$ cat config.mk
export PLATFORM = sky130hd
export DESIGN_NAME = pkt_drain_arbiter
export DESIGN_NICKNAME = d
export VERILOG_FILES = /design/src/rtl/pkt_drain_arbiter_pkg.sv /design/src/rtl/rr_arbiter3.sv /design/src/rtl/pkt_drain_arbiter.sv
export SDC_FILE = /design/constraint.sdc
export NUM_CORES = 1
export LEC_CHECK = 0
export ABC_CLOCK_PERIOD_IN_PS = 3500
export BUFFER_PORTS_ARGS = -buffer_cell sky130_fd_sc_hd__buf_2
export CORE_UTILIZATION = 55
export CTS_CLUSTER_DIAMETER = 50
export DETAILED_ROUTE_END_ITERATION = 8
export PLACE_DENSITY = 0.93
export REMOVE_ABC_BUFFERS = 1
export SKIP_CTS_REPAIR_TIMING = 1
export SLEW_MARGIN = 40
export SYNTH_ARGS = -nofsm -noshare
export SYNTH_HDL_FRONTEND = slang
export SYNTH_SLANG_ARGS = --single-unit
$ cat constraint.sdc
create_clock -name clock -period 3.5 [get_ports clock]
set_input_delay 0.7 -clock clock [delete_from_list [all_inputs] [get_ports clock]]
set_output_delay 0.7 -clock clock [all_outputs]
set_load 0.03 [all_outputs]
$ cat src/rtl/pkt_drain_arbiter_pkg.sv
// Shared definitions for the packet drain arbiter.
// Holds the FSM state type, the "no grant" code, the port count, the header
// length-field position and the round-robin step helper.
package pkt_drain_arbiter_pkg;

  localparam int unsigned N_PORTS    = 3;
  localparam logic [1:0]  GRANT_NONE = 2'b11;
  localparam int unsigned LEN_MSB    = 7;
  localparam int unsigned LEN_LSB    = 2;

  typedef enum logic [2:0] {
    StIdle,
    StRdHdr,
    StRdBody,
    StFlush,
    StAbort
  } state_e;

  // Port index 'step' positions after 'base', wrapping over N_PORTS.
  function automatic logic [1:0] rr_next(logic [1:0] base, int unsigned step);
    int unsigned sum;
    sum = 32'(base) + step;
    return 2'(sum % N_PORTS);
  endfunction

endpackage

$ cat src/rtl/rr_arbiter3.sv
// Three-request round-robin arbiter.
// Ports:
//   clk_i, rst_ni   clock, synchronous active-low reset
//   req_i           request per port
//   update_i        load update_idx_i as the last-served port
//   update_idx_i    port that was just served
//   gnt_vld_o       some request is present
//   gnt_idx_o       winning port, GRANT_NONE when no request
module rr_arbiter3
  import pkt_drain_arbiter_pkg::*;
(
  input  logic               clk_i,
  input  logic               rst_ni,
  input  logic [N_PORTS-1:0] req_i,
  input  logic               update_i,
  input  logic [1:0]         update_idx_i,
  output logic               gnt_vld_o,
  output logic [1:0]         gnt_idx_o
);

  logic [1:0] last_q;
  logic [3:0] req_pad;

  assign req_pad = {1'b0, req_i};

  // Reset to port 2 so that port 0 is first in line.
  always_ff @(posedge clk_i) begin
    if (!rst_ni) begin
      last_q <= 2'd2;
    end else if (update_i) begin
      last_q <= update_idx_i;
    end
  end

  // Scan from the far end so the nearest requester after last_q wins.
  always_comb begin
    gnt_vld_o = 1'b0;
    gnt_idx_o = GRANT_NONE;
    for (int unsigned k = N_PORTS; k >= 1; k--) begin
      if (req_pad[rr_next(last_q, k)]) begin
        gnt_vld_o = 1'b1;
        gnt_idx_o = rr_next(last_q, k);
      end
    end
  end

endmodule

$ cat src/rtl/pkt_drain_arbiter.sv
// Drains length-prefixed packets from three output FIFOs into one byte stream.
// Ports:
//   clock, resetn           clock, synchronous active-low reset
//   vld_out_n, data_out_n   FIFO n not-empty flag and read data (one cycle after read)
//   out_ready               sink can take a byte
//   read_enb_n              FIFO n read strobe
//   pkt_data/vld/sop/eop    merged stream, sop on header, eop on parity byte
//   grant                   port being drained, 2'b11 when none
//   abort                   one-cycle pulse when a packet is dropped after a stall
module pkt_drain_arbiter
  import pkt_drain_arbiter_pkg::*;
#(
  parameter int unsigned STALL_LIMIT = 16
) (
  input  logic       clock,
  input  logic       resetn,
  input  logic       vld_out_0,
  input  logic       vld_out_1,
  input  logic       vld_out_2,
  input  logic [7:0] data_out_0,
  input  logic [7:0] data_out_1,
  input  logic [7:0] data_out_2,
  input  logic       out_ready,
  output logic       read_enb_0,
  output logic       read_enb_1,
  output logic       read_enb_2,
  output logic [7:0] pkt_data,
  output logic       pkt_vld,
  output logic       pkt_sop,
  output logic       pkt_eop,
  output logic [1:0] grant,
  output logic       abort
);

  localparam int unsigned StallW = $clog2(STALL_LIMIT + 1);

  state_e            state_q, state_d;
  logic [1:0]        grant_q, grant_d;
  logic [6:0]        remaining_q, remaining_d;
  logic [StallW-1:0] stall_q, stall_d;
  logic              hdr_pending_q, hdr_pending_d;
  logic              rd_vld_q;
  logic [1:0]        rd_port_q;
  logic              rd_sop_q, rd_sop_d;
  logic              rd_eop_q, rd_eop_d;

  logic [3:0] vld_vec;
  logic       vld_g, reading, rd_en;
  logic [7:0] data_mux;
  logic [6:0] rem_eff;
  logic       arb_vld, rr_update;
  logic [1:0] arb_idx;

  rr_arbiter3 u_rr (
    .clk_i        (clock),
    .rst_ni       (resetn),
    .req_i        ({vld_out_2, vld_out_1, vld_out_0}),
    .update_i     (rr_update),
    .update_idx_i (grant_q),
    .gnt_vld_o    (arb_vld),
    .gnt_idx_o    (arb_idx)
  );

  // grant_q is GRANT_NONE outside a packet, which selects the constant-0 slot.
  assign vld_vec = {1'b0, vld_out_2, vld_out_1, vld_out_0};
  assign vld_g   = vld_vec[grant_q];
  assign reading = state_q inside {StRdHdr, StRdBody};
  assign rd_en   = reading & vld_g & out_ready;

  assign read_enb_0 = rd_en & (grant_q == 2'd0);
  assign read_enb_1 = rd_en & (grant_q == 2'd1);
  assign read_enb_2 = rd_en & (grant_q == 2'd2);

  always_comb begin
    unique case (rd_port_q)
      2'd0:    data_mux = data_out_0;
      2'd1:    data_mux = data_out_1;
      default: data_mux = data_out_2;
    endcase
  end

  assign pkt_data = rd_vld_q ? data_mux : 8'h00;
  assign pkt_vld  = rd_vld_q;
  assign pkt_sop  = rd_vld_q & rd_sop_q;
  assign pkt_eop  = rd_vld_q & rd_eop_q;
  assign grant    = grant_q;
  assign abort    = (state_q == StAbort);

  // While the header byte is on pkt_data the count comes straight from it, so a
  // body read in that same cycle still decrements the right value.
  assign rem_eff = hdr_pending_q ? ({1'b0, pkt_data[LEN_MSB:LEN_LSB]} + 7'd1) : remaining_q;

  always_comb begin
    state_d       = state_q;
    grant_d       = grant_q;
    remaining_d   = remaining_q;
    stall_d       = stall_q;
    hdr_pending_d = 1'b0;
    rd_sop_d      = 1'b0;
    rd_eop_d      = 1'b0;
    rr_update     = 1'b0;

    unique case (state_q)
      StIdle: begin
        if (arb_vld) begin
          grant_d = arb_idx;
          stall_d = '0;
          state_d = StRdHdr;
        end
      end
      StRdHdr: begin
        if (rd_en) begin
          rd_sop_d      = 1'b1;
          hdr_pending_d = 1'b1;
          state_d       = StRdBody;
        end
      end
      StRdBody: begin
        remaining_d = rem_eff;
        if (rd_en) begin
          remaining_d = rem_eff - 7'd1;
          if (rem_eff == 7'd1) begin
            rd_eop_d = 1'b1;
            state_d  = StFlush;
          end
        end
      end
      StFlush, StAbort: begin
        rr_update   = 1'b1;
        grant_d     = GRANT_NONE;
        remaining_d = '0;
        stall_d     = '0;
        state_d     = StIdle;
      end
      default: state_d = StIdle;
    endcase

    // Only an empty source FIFO counts as a stall; sink backpressure does not.
    if (reading) begin
      if (rd_en) begin
        stall_d = '0;
      end else if (!vld_g) begin
        if (32'(stall_q) + 32'd1 >= STALL_LIMIT) begin
          stall_d = '0;
          state_d = StAbort;
        end else begin
          stall_d = stall_q + StallW'(1);
        end
      end
    end
  end

  always_ff @(posedge clock) begin
    if (!resetn) begin
      state_q       <= StIdle;
      grant_q       <= GRANT_NONE;
      remaining_q   <= '0;
      stall_q       <= '0;
      hdr_pending_q <= 1'b0;
      rd_vld_q      <= 1'b0;
      rd_port_q     <= 2'd0;
      rd_sop_q      <= 1'b0;
      rd_eop_q      <= 1'b0;
    end else begin
      state_q       <= state_d;
      grant_q       <= grant_d;
      remaining_q   <= remaining_d;
      stall_q       <= stall_d;
      hdr_pending_q <= hdr_pending_d;
      rd_vld_q      <= rd_en;
      if (rd_en) begin
        rd_port_q <= grant_q;
      end
      rd_sop_q      <= rd_sop_d;
      rd_eop_q      <= rd_eop_d;
    end
  end

endmodule

==> out/qor_table.md <==
| Result | This run |
| --- | --- |
| Setup repair after global routing missed its margin | no |
| Area taken by multi-input logic gates | 1265 sq um |
| Post-Route Utilization | 68.12% |
| CTS Root Buffer Type | sky130_fd_sc_hd__clkbuf_4 |
| Post-synthesis sequential element count | 24 |
| Detailed-route via count | 1874 |
| Hold Vio Cnt, Final | 0 |
| CTS tree | done |
| Pre-CTS setup slack | 543.7 ps |
| Most used DFF post-synth | sky130_fd_sc_hd__dfxtp_1 |
| Post-detailed-route DRC marker count | 0 |
| Width of the die | 60.12 um |
| Insertion delay of the later-clocked pin in the worst-skew pair | 320 ps |
| Total routing usage reported by global routing | 24.70% |
| Leak | 0.8909 nW |
| Die area | 3614 sq um |
| Net switching power figure | 0.1878 mW |
| Fin Setup TNS | 0 ps |
| Async set or reset register ratio after synthesis | 0% |
| Number of cells traversed by the worst hold path | 2 |
| Number of antenna violations at the first check in global routing | 0 |
| Worst-margin pin slew | 764.1 ps |
| Cell Pwr Density | 279.4 nW/um^2 |
| Final-stage net count | 314 |
| Total count of max-transition violations in the final report | 0 |
| Min Hold Slack | 463.3 ps |
| Number of non-filler instances in the completed layout | 321 |
| Share of power burned in registers | 50.8% |
| Data required time at the worst endpoint | 2800 ps |
| Worst min-delay path class | flop to flop |
| Netlist cell types | 55 |
| Final setup fails | 0 |
| Layout cell share with drive strength beyond 1 | 24.91% |
| Via count normalized by instance count | 5.838 |
| Mean post-synth cell area | 7.807 sq um |
| Number of clock sinks seen by CTS | 24 |
| Startpoint kind of the worst setup timing path | flop |
| Worst hold path startpoint | remaining_q[5]$_SDFFE_PN0P_ |
| Switching fraction of total power | 31.54% |
| Port Buf Inserts | 46 |
| Max Freq | 347.9 MHz |
| Worst Skew | 2.868 ps |
| Run status | completed |
| Worst R2R End | remaining_q[5]$_SDFFE_PN0P_ |
| Synthesis-to-layout area growth | 14.68% |
| Floorplan die height | 60.12 um |
| Ant diodes | 0 |
| Worst vdd ir | 222.1 uV |
| Setup slack of the critical path after layout | 625.9 ps |
| Critical R2R Launch | rd_port_q[0]$_SDFFE_PN0P_ |
| Number of routed nets with antenna violations | 0 |
| Worst Path Max Fanout | 9 |
| First-pass GRT wire length | 6941 um |
| Bufs on Longest Clock Path | 2 |
| Worst path arrival time | 2170 ps |
| Iteration count of the initial detailed-routing pass | 6 |
| Reg-to-reg slack, setup | 790 ps |
| Critical path start-end classification | flop to output port |
| Number of top-level pins | 47 |
| Sequential element share of the synthesized area | 25.86% |
| Summed instance area of the synthesized netlist | 1858 sq um |
| HPWL after detailed placement | 3386 um |
| Combinational share of power | 24.2% |
| Total overflow reported by the global router | 0 |
| Hold endpoint | remaining_q[5]$_SDFFE_PN0P_ |
| Finished layout cell area | 2131 sq um |
| Count of cells along the worst register-to-register path | 11 |
| Gpl congestion | 0.8488 |
| Ys Warns | 0 |
| Max-cap violations | 0 |
| Maximum number of pins on one net before global-route repair | 20 |
| Clock transition at path regs | 130 ps |
| Number of rows created at floorplan | 20 |
| Standard cell core area | 3128 sq um |
| Category of the worst setup path capture point | output port |
| Cts bufs inserted | 3 |
| Commonest cells after routing, fill and taps aside | sky130_fd_sc_hd__buf_2, sky130_fd_sc_hd__dfxtp_1, sky130_fd_sc_hd__nand2_1, sky130_fd_sc_hd__nor2_1, sky130_fd_sc_hd__a21oi_1 |
| Cell-internal power | 0.4076 mW |
| Worst max-slew margin expressed relative to the limit | 48.95% |
| Post-DR wirelength/cell | 13.55 um |
| Gate Count Post-Synth | 238 |
| Filler Cells Inserted | 262 |
| Number of enable flip-flop cells after synthesis | 0 |
| H-tree levels | 1 |
| Starting density of the core | 59.40% |
| Final worst path period need | 2874 ps |
| Proportion of power drawn by the clock network | 25.0% |
| Overall routed net length | 4351 um |
| Storage element area | 480.5 sq um |
| Final Total Pwr | 0.5954 mW |
| Most common library cell in the layout ignoring fill and taps | sky130_fd_sc_hd__buf_2 |
| DRT iter0 DRCs | 78 |
| Via count of the first global-routing pass | 1729 |
| Placed cell areas | 2091 sq um |
| Crit share post-route | 82.12% |
| Placed Cells incl. Taps | 317 |
## kinds of logic (layout without fill, tap and decap cells)
kind of cell,count (synthesis),after routing,synth area share (%)
simple gates,101,101,28.08
buf+inv,26,65,6.262
compound gates,57,57,22.29
mux,17,17,10.10
fa+ha+maj,7,7,4.579
xor+xnor,6,6,2.828
flops,24,24,25.86
## critical path, cell delays in order (launching register included)
cell,delay (ps)
sky130_fd_sc_hd__dfxtp_1,500
sky130_fd_sc_hd__mux2_1,370
sky130_fd_sc_hd__mux2_2,300
sky130_fd_sc_hd__and3_1,310
sky130_fd_sc_hd__and2_1,200
sky130_fd_sc_hd__buf_2,170
## cell type report
| class | count | area share (%) |
|---|---|---|
| well taps | 44 | 2.584 |
| inverters | 13 | 2.290 |
| repair buffers | 48 | 11.51 |
| flip-flops and latches | 24 | 22.55 |
| clock buffers | 4 | 1.703 |
| multi-input cells | 188 | 59.37 |
## Yosys cell counts (2+ instances only)
library cell | instances | area [sq um]
sky130_fd_sc_hd__a21oi_1 | 12 | 60.06
sky130_fd_sc_hd__a31oi_1 | 7 | 43.79
sky130_fd_sc_hd__a32o_1 | 2 | 20.02
sky130_fd_sc_hd__and2_1 | 7 | 43.79
sky130_fd_sc_hd__and3_1 | 4 | 25.02
sky130_fd_sc_hd__buf_2 | 5 | 25.02
sky130_fd_sc_hd__clkbuf_1 | 5 | 18.77
sky130_fd_sc_hd__dfxtp_1 | 24 | 480.5
sky130_fd_sc_hd__ha_1 | 6 | 75.07
sky130_fd_sc_hd__inv_1 | 9 | 33.78
sky130_fd_sc_hd__inv_2 | 4 | 15.01
sky130_fd_sc_hd__mux2_1 | 5 | 56.30
sky130_fd_sc_hd__mux2_4 | 2 | 30.03
sky130_fd_sc_hd__mux2i_1 | 9 | 90.09
sky130_fd_sc_hd__nand2_1 | 23 | 86.33
sky130_fd_sc_hd__nand2b_1 | 9 | 56.30
sky130_fd_sc_hd__nand3_1 | 10 | 50.05
sky130_fd_sc_hd__nand3b_1 | 3 | 22.52
sky130_fd_sc_hd__nand4_1 | 4 | 25.02
sky130_fd_sc_hd__nor2_1 | 19 | 71.32
sky130_fd_sc_hd__nor2b_1 | 4 | 25.02
sky130_fd_sc_hd__nor3_1 | 8 | 40.04
sky130_fd_sc_hd__nor3b_1 | 2 | 15.01
sky130_fd_sc_hd__nor4_1 | 2 | 12.51
sky130_fd_sc_hd__o211ai_2 | 4 | 50.05
sky130_fd_sc_hd__o21ai_0 | 9 | 45.04
sky130_fd_sc_hd__o21ai_1 | 4 | 20.02
sky130_fd_sc_hd__o31ai_1 | 3 | 22.52
sky130_fd_sc_hd__or3_1 | 3 | 18.77
sky130_fd_sc_hd__xnor2_1 | 2 | 17.52
sky130_fd_sc_hd__xor2_1 | 4 | 35.03
## per-layer routing
layer	track usage [%]	share of wire (%)
met4	8.638	0.97
met2	47.72	50
met5	0	0
met3	3.247	6.3
met1	26.85	43
## state kept, by name, summed over array words and instances, names as in the netlist
register / cells
remaining_q: 7
stall_q: 5
state_q: 3
grant: 2
rd_port_q: 2
u_rr.last_q: 2
pkt_vld: 1
rd_eop_q: 1
rd_sop_q: 1
## power groups by stage
stage	sequential (mW)	clock (mW)	combinational [mW]
after detailed placement	0.308	0	0.141
after global placement	0.308	0	0.137
after CTS	0.302	0.149	0.142
after global routing	0.304	0.159	0.157
after floorplan	0.311	0	0.0878
final	0.302	0.149	0.144
## how the worst max path moves through the flow
stage	from	to	slack (ps)	depth (start not counted)
after floorplan	vld_out_2	read_enb_0	710	4
after global placement	data_out_1[2]	remaining_q[4]$_SDFFE_PN0P_	600	12
after detailed placement	data_out_1[2]	remaining_q[5]$_SDFFE_PN0P_	540	12
after CTS	grant[0]$_SDFFE_PN1P_	read_enb_2	640	5
after global routing	rd_port_q[0]$_SDFFE_PN0P_	remaining_q[3]$_SDFFE_PN0P_	540	11
final	grant[0]$_SDFFE_PN1P_	read_enb_2	630	5
Power figures use the tool's default switching activity.
